[config.mk]
export PLATFORM = sky130hd
export DESIGN_NAME = branch_unit_ras
export DESIGN_NICKNAME = d
export VERILOG_FILES = /design/src/rtl/branch_unit_ras_pkg.sv /design/src/rtl/return_addr_stack.sv /design/src/rtl/branch_unit_ras.sv
export SDC_FILE = /design/constraint.sdc
export NUM_CORES = 1
export LEC_CHECK = 0
export CAP_MARGIN = 5
export CORE_MARGIN = 2
export CORE_UTILIZATION = 50
export CTS_CLUSTER_DIAMETER = 60
export DETAILED_ROUTE_END_ITERATION = 12
export GPL_ROUTABILITY_DRIVEN = 1
export HOLD_SLACK_MARGIN = 0.05
export PLACE_DENSITY_LB_ADDON = 0.05
export SLEW_MARGIN = 20
export SYNTH_ARGS = -nofsm -noshare
export SYNTH_HDL_FRONTEND = slang
export SYNTH_HIERARCHICAL = 1
export SYNTH_SLANG_ARGS = --single-unit
export TNS_END_PERCENT = 1
[constraint.sdc]
create_clock -name clock_i -period 4.2 [get_ports clock_i]
set_input_delay 1.05 -clock clock_i [delete_from_list [all_inputs] [get_ports clock_i]]
set_output_delay 1.05 -clock clock_i [all_outputs]
set_load 0.01 [all_outputs]
[src/rtl/branch_unit_ras_pkg.sv]
// Shared branch opcode encodings and FSM state type for the execute-stage
// branch unit and the decoder.
package branch_unit_ras_pkg;

  localparam logic [6:0] BR_FWD_C    = 7'd1;
  localparam logic [6:0] BR_FWD      = 7'd2;
  localparam logic [6:0] BR_BACK_C   = 7'd3;
  localparam logic [6:0] BR_BACK     = 7'd4;
  localparam logic [6:0] BR_FWD_OVF  = 7'd5;
  localparam logic [6:0] BR_FWD_UNF  = 7'd6;
  localparam logic [6:0] BR_BACK_OVF = 7'd7;
  localparam logic [6:0] BR_BACK_UNF = 7'd8;
  localparam logic [6:0] BR_CALL     = 7'd9;
  localparam logic [6:0] BR_RET      = 7'd10;
  localparam logic [6:0] BR_JMP_ABS  = 7'd11;

  typedef enum logic {
    ST_IDLE  = 1'b0,
    ST_FLUSH = 1'b1
  } state_t;

endpackage

[src/rtl/return_addr_stack.sv]
// Circular return-address LIFO; pushing onto a full stack silently overwrites
// the oldest entry, and popping an empty stack is ignored.
module return_addr_stack
  import branch_unit_ras_pkg::*;
#(
  parameter int PC_W  = 16,
  parameter int DEPTH = 8
) (
  input  logic            clock_i,
  input  logic            reset_i,
  input  logic            i_push,
  input  logic            i_pop,
  input  logic [PC_W-1:0] i_din,
  output logic [PC_W-1:0] o_dout,
  output logic            o_full,
  output logic            o_empty
);

  localparam int PTR_W = $clog2(DEPTH);
  localparam logic [PTR_W-1:0] PTR_ONE = PTR_W'(1);
  localparam logic [PTR_W:0]   CNT_ONE = (PTR_W+1)'(1);
  localparam logic [PTR_W:0]   CNT_MAX = (PTR_W+1)'(DEPTH);

  logic [PC_W-1:0]  r_mem [DEPTH];
  logic [PTR_W-1:0] r_top;
  logic [PTR_W:0]   r_count;
  logic             w_doPop;

  assign o_full  = (r_count == CNT_MAX);
  assign o_empty = (r_count == '0);
  assign o_dout  = r_mem[r_top - PTR_ONE];
  assign w_doPop = i_pop && !o_empty;

  // r_top points at the next free slot, which on a full stack is the oldest entry
  always_ff @(posedge clock_i) begin
    if (i_push) begin
      r_mem[r_top] <= i_din;
    end
  end

  always_ff @(posedge clock_i) begin
    if (!reset_i) begin
      r_top   <= '0;
      r_count <= '0;
    end else if (i_push) begin
      r_top <= r_top + PTR_ONE;
      if (!o_full) begin
        r_count <= r_count + CNT_ONE;
      end
    end else if (w_doPop) begin
      r_top   <= r_top - PTR_ONE;
      r_count <= r_count - CNT_ONE;
    end
  end

endmodule

[src/rtl/branch_unit_ras.sv]
// Execute-stage branch resolution: computes the next PC, drives a fixed-length
// front-end flush for taken branches and manages call/return through the RAS.
module branch_unit_ras
  import branch_unit_ras_pkg::*;
#(
  parameter int PC_W         = 16,
  parameter int DATA_W       = 16,
  parameter int RAS_DEPTH    = 8,
  parameter int FLUSH_CYCLES = 2
) (
  input  logic              clock_i,
  input  logic              reset_i,
  input  logic              enable_i,
  input  logic [6:0]        opCode_i,
  input  logic [DATA_W-1:0] pOperand_i,
  input  logic [DATA_W-1:0] sOperand_i,
  input  logic [PC_W-1:0]   pc_i,
  input  logic [1:0]        opStat_i,
  input  logic              flushBack_i,
  output logic [PC_W-1:0]   pc_o,
  output logic              flushBack_o,
  output logic              busy_o,
  output logic              rasOvf_o,
  output logic              rasUnf_o
);

  localparam int CNT_W = (FLUSH_CYCLES > 1) ? $clog2(FLUSH_CYCLES) : 1;
  localparam logic [CNT_W-1:0] CNT_INIT = CNT_W'(FLUSH_CYCLES - 1);
  localparam logic [CNT_W-1:0] CNT_ONE  = CNT_W'(1);

  state_t           r_state, w_stateNext;
  logic [CNT_W-1:0] r_cnt, w_cntNext;
  logic [PC_W-1:0]  r_pc, w_pcNext;
  logic             r_flush, w_flushNext;
  logic             r_rasOvf, r_rasUnf;

  logic [PC_W-1:0]  w_p, w_tgtF, w_tgtB, w_pcInc, w_target, w_rasDout;
  logic             w_taken, w_push, w_pop, w_accept, w_condS;
  logic             w_rasFull, w_rasEmpty;

  if (DATA_W >= PC_W) begin : g_trunc
    assign w_p = pOperand_i[PC_W-1:0];
  end else begin : g_ext
    assign w_p = {{(PC_W-DATA_W){1'b0}}, pOperand_i};
  end

  assign w_tgtF   = pc_i + w_p;
  assign w_tgtB   = pc_i - w_p;
  assign w_pcInc  = pc_i + PC_W'(1);
  assign w_condS  = |sOperand_i;
  assign w_accept = (r_state == ST_IDLE) && enable_i && !flushBack_i;

  return_addr_stack #(
    .PC_W (PC_W),
    .DEPTH(RAS_DEPTH)
  ) u_ras (
    .clock_i(clock_i),
    .reset_i(reset_i),
    .i_push (w_push),
    .i_pop  (w_pop),
    .i_din  (w_pcInc),
    .o_dout (w_rasDout),
    .o_full (w_rasFull),
    .o_empty(w_rasEmpty)
  );

  always_comb begin
    w_taken  = 1'b0;
    w_target = w_tgtF;
    w_push   = 1'b0;
    w_pop    = 1'b0;
    if (w_accept) begin
      unique case (opCode_i)
        BR_FWD_C:    w_taken = w_condS;
        BR_FWD:      w_taken = 1'b1;
        BR_BACK_C:   begin w_taken = w_condS;     w_target = w_tgtB; end
        BR_BACK:     begin w_taken = 1'b1;        w_target = w_tgtB; end
        BR_FWD_OVF:  w_taken = opStat_i[1];
        BR_FWD_UNF:  w_taken = opStat_i[0];
        BR_BACK_OVF: begin w_taken = opStat_i[1]; w_target = w_tgtB; end
        BR_BACK_UNF: begin w_taken = opStat_i[0]; w_target = w_tgtB; end
        BR_CALL:     begin w_taken = 1'b1;        w_push   = 1'b1;   end
        // An empty-stack return falls through as a plain not-taken op
        BR_RET:      begin w_pop = 1'b1; w_taken = !w_rasEmpty; w_target = w_rasDout; end
        BR_JMP_ABS:  begin w_taken = 1'b1;        w_target = w_p;    end
        default:     w_taken = 1'b0;
      endcase
    end
  end

  always_comb begin
    w_stateNext = r_state;
    w_cntNext   = r_cnt;
    w_pcNext    = r_pc;
    w_flushNext = r_flush;
    unique case (r_state)
      ST_IDLE: begin
        if (flushBack_i) begin
          w_pcNext    = pc_i;
          w_flushNext = 1'b0;
        end else if (w_taken) begin
          w_pcNext    = w_target;
          w_flushNext = 1'b1;
          w_cntNext   = CNT_INIT;
          w_stateNext = ST_FLUSH;
        end else begin
          w_pcNext    = w_pcInc;
          w_flushNext = 1'b0;
        end
      end
      ST_FLUSH: begin
        w_flushNext = 1'b1;
        if (r_cnt == '0) begin
          w_stateNext = ST_IDLE;
          w_flushNext = 1'b0;
        end else begin
          w_cntNext = r_cnt - CNT_ONE;
        end
      end
      default: w_stateNext = ST_IDLE;
    endcase
  end

  always_ff @(posedge clock_i) begin
    if (!reset_i) begin
      r_state  <= ST_IDLE;
      r_cnt    <= '0;
      r_pc     <= '0;
      r_flush  <= 1'b0;
      r_rasOvf <= 1'b0;
      r_rasUnf <= 1'b0;
    end else begin
      r_state  <= w_stateNext;
      r_cnt    <= w_cntNext;
      r_pc     <= w_pcNext;
      r_flush  <= w_flushNext;
      r_rasOvf <= w_push && w_rasFull;
      r_rasUnf <= w_pop && w_rasEmpty;
    end
  end

  assign pc_o        = r_pc;
  assign flushBack_o = r_flush;
  assign busy_o      = (r_state == ST_FLUSH);
  assign rasOvf_o    = r_rasOvf;
  assign rasUnf_o    = r_rasUnf;

endmodule

Yosys cells after proc, flatten, opt, wreduce, memory -nomap -nowiden:

Memories as Yosys holds them, arrays and structs flattened.
Index checks and enable logic that the tools add are counted.

* $add $sub $neg: 8
* multiply operators: 0
* divide/modulo/power cells: 0
* magnitude comparators: 0
* eq/ne operators: 15
* shift operators: 0
* multiplexer cells: 25
* bitwise gates (word level): 1
* reduce and logical (&&, ||, !) cells: 17

Operators by type and width (count)
* 16-bit 2-to-1 mux: 3
* 16-bit one-hot mux with 3 select lines: 1
* 7-bit by 3-bit equality test with 1-bit output, second input constant: 4
* 7-bit by 4-bit equality test with 1-bit output, second input constant: 4
* 16-bit by 1-bit adder with 16-bit output, second input constant: 1
* 16-bit adder: 1
* 16-bit OR reduction: 1
* 16-bit subtractor: 1
* 7-bit by 2-bit equality test with 1-bit output, second input constant: 2
* 1-bit 2-to-1 mux: 13
* 4-bit 2-to-1 mux: 3
* 4-bit OR reduction: 2
* 7-bit by 1-bit equality test with 1-bit output, second input constant: 1
* 3-bit 2-to-1 mux: 2
* 2-bit inequality test, second input constant: 3
* 2-bit OR reduction: 3
* 1-bit logical AND: 5
* 1-bit one-hot mux with 5 select lines: 1
* 4-bit by 1-bit adder with 4-bit output, second input constant: 1
* 4-bit equality test, second input constant: 1
* 4-bit logical NOT: 1
* 1-bit one-hot mux with 2 select lines: 2
* 2-bit AND reduction: 2
* 4-bit by 1-bit subtractor with 4-bit output, second input constant: 1
* other kinds (6): 7

* bits in registers: 27
* bits in latches: 0
* RAM bits: 128
* memory bits (read-only): 0
* output and inout bits: 20
* word-level logic and storage cells: 74
* memories: 1

Memories
* u_ras.r_mem: words 8, bits a word 16, read ports 1, clocked after memory_dff 0, wr ports 1, line return_addr_stack.sv:24 `logic [PC_W-1:0] r_mem [DEPTH];`

Logic depth before layout (Yosys ltp):

* depth in word-level cells: 7
* mapped depth: 12
* depth with buffers taken out: 10

Hierarchy:

Netlist, hierarchy kept.

Modules (own cells, without submodules)
* return_addr_stack: times used 1, cells an instance 257, area each 5422.7 sq um
* branch_unit_ras: times used 1, cells an instance 519, area each 3698.5 sq um

Least setup slack after synthesis:

Ideal clock, no wire load.

* kind: input to register
* start point: in flushBack_i
* end point: mem u_ras.r_mem[2][0] (enable)
* library setup time: 409 ps
* arrival: 3443 ps
* slack: 348 ps
* cell stages on the path: 6
* path buffers: 1
* cell sequence: nor3b_1 nand2_1 nor4b_1 buf_2 nand2_1 nor3_1

* longest elaborated chain between the ends: 5

RTL lines
* start: declaration: line branch_unit_ras.sv:19 `input logic flushBack_i,`
* 1-bit logical NOT: line branch_unit_ras.sv:51 `assign w_accept = (r_state == ST_IDLE) && enable_i && !flushBack_i;`
* 1-bit logical AND: line branch_unit_ras.sv:51
* 1-bit 2-to-1 mux: line branch_unit_ras.sv:72 `if (w_accept) begin`
* net w_push: line branch_unit_ras.sv:38 `logic w_taken, w_push, w_pop, w_accept, w_condS;`
* 1-bit 2-to-1 mux: line return_addr_stack.sv:36 `if (i_push) begin`
* 1-bit 2-to-1 mux (implied by the code): line return_addr_stack.sv:37 `r_mem[r_top] <= i_din;`
* end: declaration: line return_addr_stack.sv:24

The timed path passes the listed nets, and every way through them passes these cells.

Final worst setup path:

* start point: in pc_i[0]
* end point: reg r_pc[12], in the netlist pc_o[12]

* longest elaborated chain between the ends: 5
* elaborated cells between the ends (all ways): 7
* classes of those cells: 3 x add/sub; 4 x mux

RTL lines
* start: declaration: line branch_unit_ras.sv:17 `input logic [PC_W-1:0] pc_i,`
* 16-bit adder / 16-bit subtractor (equally long branches): line branch_unit_ras.sv:47, branch_unit_ras.sv:48
* 16-bit one-hot mux with 3 select lines: line branch_unit_ras.sv:73 `unique case (opCode_i)`
* 16-bit 2-to-1 mux: line branch_unit_ras.sv:72
* 16-bit 2-to-1 mux *: line branch_unit_ras.sv:101 `end else if (w_taken) begin`
* 16-bit 2-to-1 mux *: line branch_unit_ras.sv:98 `if (flushBack_i) begin`
* end signal: assignment: line branch_unit_ras.sv:135 `r_pc <= w_pcNext;`
* end: declaration: line branch_unit_ras.sv:33 `logic [PC_W-1:0] r_pc, w_pcNext;`

Mark *: on every way between the ends. The rest lies on a longest branch, timed or not.
A chain may end at the register's enable or synchronous reset.

==> results.cfg <==
[grt]
grt_pass1_wl_um = 40100
grt_max_degree = 39
overflow = 0
antenna_found_initial = 0
grt_usage_pct = 27.4
grt_pass1_vias = 6949

[sta]
fin_setup_tns_ns = 0
final-setup-viol-count = 0
fmax_mhz = 267
fin_skew_ns = 0.00732
maxSlewHeadroom_pct = 32.6
min_period_ns = 3.74
rsz0062_at_grt = no
hold_viol = 0
worst_slew_pin_slew_ns = 1.01
finalMaxSlewViolations = 0
final.period_utilization_pct = 89.1

[yosys]
synth.net_count = 876
synth_area_leader_cell = edfxtp_1
async_reset_ff_share_pct = 0
synth.top_cell.area_share_pct = 42.1
avgSynthCellArea_um2 = 11.8
synth_warnings = 6
synth_edf_count = 128
synthCells = 776
synth_area_leaders = edfxtp_1, mux4_2, dfxtp_1
ys_seq_elements = 155
synth_cell_types = 88
ys.flop_type = edfxtp_1
yosysSeqAreaShare_pct = 48.1
mappedNetlistArea_um2 = 9120

[pwr]
p_int_uw = 2740
p_leak_uw = 0.00397
switching_power_uw = 944
p_clk_share_pct = 40.5
power_uw = 3680
vdd_ir_drop_max_mv = 0.320
combPwrFrac_pct = 13.6
power_frac_seq_pct = 45.8
power_density_nw_per_um2 = 336
switching_share_pct = 25.7

[routing]
drtIter0Drc = 598
ant_nets = 0
route.vias.total = 6899
route.detailed.drc = 0
avgViaCountPerCell = 6.13
drt-total-wl_um = 26200
wl_per_cell_um = 23.3
first_pass_iters = 5

[job]
maxCapViolations = 0

[clocking]
clk_latency_ns = 0.42
cts_setup_buffers = 0
clk_pin_slew_ns = 0.07
clkSinkCount = 155
tritoncts = yes
cts_max_path_buffers = 2
htree_levels = 4
cts_hold_buf = 0
cts_resized = 0
cts_buffers = 17
cts-root-buf = clkbuf_16

[critical_path]
worstPathRequired_ns = 4.55
crit_path_end_kind = flop
startpoint_type = primary input
cp.arrival_ns = 4.09
crit_type = primary input to flop
cp_max_fo = 6

[floorplan]
num_rows = 49
io_pins = 81
start_util_pct = 51.0
core_um2 = 17900
dieWidth_um = 139
design.die.area_um2 = 19300
die_h_um = 139

[cells_and_area]
regArea_um2 = 4390
insertedDiodeCount = 0
final_common_cell = edfxtp_1
multiInputGateArea_um2 = 4340
stdcell_count = 1126
nets = 984
layout-drive-gt1-share_pct = 17.1
mostFrequentLayoutCells = edfxtp_1, clkdlybuf4s50_1, nor2_1, buf_4, inv_1
fill_cells = 1473
syn_to_final_growth_pct = 20.2

[run_status]
status = finished, final reports clean

[placement]
place_inst = 1094
hpwl_um = 19500
gp_congestion = 0.931
port_buffers = 80

[worst_hold_path]
min_path_type = flop to flop
## critical path: stages
cell and delay [ns]:
clkdlybuf4s50_1 0.58, ha_1 0.22, inv_1 0.07, fa_1 0.42, nor2_1 0.19, o311ai_1 0.17, a2111oi_0 0.66, nor3_1 0.21
nor3_1 0.17, and4b_1 0.22, nor3_1 0.13
## power by group through the flow
stage | Clock, uW | Sequential [uW] | Combinational, uW
floorplan | 0 | 1720 | 276
global placement | 0 | 1720 | 488
detailed placement | 0 | 1720 | 493
CTS | 1520 | 1690 | 496
global route | 1570 | 1690 | 547
finish | 1490 | 1690 | 502
## Yosys cell counts, drive strengths merged, types with 5 or more instances
cell type,number
a211oi,7
a21o,7
a21oi,35
a221oi,8
a31oi,6
and2,9
and3,5
and4,5
buf,26
clkbuf,19
dfxtp,27
edfxtp,128
ha,36
inv,40
mux2,18
mux2i,17
mux4,32
nand2,34
nand2b,10
nand3,25
nand4,6
nor2,54
nor2b,10
nor3,25
nor4,8
o211ai,11
o21ai,39
o221ai,8
o31ai,7
or2,5
or3,12
xnor2,23
xor2,8
## per-layer routing
| metal | part of all wire, % | vias up | global-route usage [%] | wire length [um] |
|---|---|---|---|---|
| li1 | - | 3215 | - | - |
| met1 | 44 | 3391 | 36.6 | 11400 |
| met2 | 48 | 254 | 45.1 | 12500 |
| met3 | 6.4 | 39 | 5.35 | 1670 |
| met4 | 2.2 | 0 | 9.89 | 566 |
| met5 | 0 | - | 0 | 0 |
## metrics by stage
| step | util (%) | instance area, um^2 | setup WS, ns | hold WS, ns |
|---|---|---|---|---|
| after floorplan | - | 9120 | 0.348 | 0.483 |
| after global placement | 58.0 | 10400 | 0.193 | 0.472 |
| after detailed placement | 58.0 | 10400 | 0.0967 | 0.479 |
| after CTS | 61.2 | 11000 | 0.517 | 0.488 |
| after global routing | 61.2 | 11000 | 0.329 | 0.515 |
| final | 61.2 | 11000 | 0.456 | 0.482 |
## cells by family (layout without fill, tap and decap cells)
family,Yosys count,in the layout,share of synthesized area (%)
AND/OR/NAND/NOR,220,220,12.8
flip-flops,155,155,48.1
multiplexers,67,67,12.2
AO/OA/AOI/OAI,178,178,13.8
buffers and inverters,86,207,4.51
XOR/XNOR,31,31,3.06
adder cells (fa/ha/maj),39,39,5.60
## state kept, by name, indices dropped and copies added (netlist names)
name	count
u_ras/r_top	3
rasUnf_o	1
u_ras/r_mem	128
pc_o	16
u_ras/r_count	4
flushBack_o	1
rasOvf_o	1
r_cnt	1
## path summary, 6_finish.rpt
| check | cells past startpoint | end | slack [ns] | from |
|---|---|---|---|---|
| worst max-delay path | 11 | pc_o[12]$_SDFFE_PN0N_ | 0.46 | pc_i[0] |
| worst min-delay path | 2 | pc_o[0]$_SDFFE_PN0N_ | 0.48 | pc_o[0]$_SDFFE_PN0N_ |
| worst max register to register | 10 | pc_o[7]$_SDFFE_PN0N_ | 1.01 | u_ras/r_top[1]$_SDFFE_PN0P_ |
| worst min register to register | 2 | pc_o[0]$_SDFFE_PN0N_ | 0.48 | pc_o[0]$_SDFFE_PN0N_ |
## cell type report
cell class	count	area share (%)
Multi-Input combinational cell	535	39.6
Sequential cell	155	40.0
Tap cell	229	2.61
Inverter	41	1.40
Clock inverter	14	1.35
Timing Repair Buffer	134	11.1
Clock buffer	18	3.91
Power figures use the tool's default switching activity.
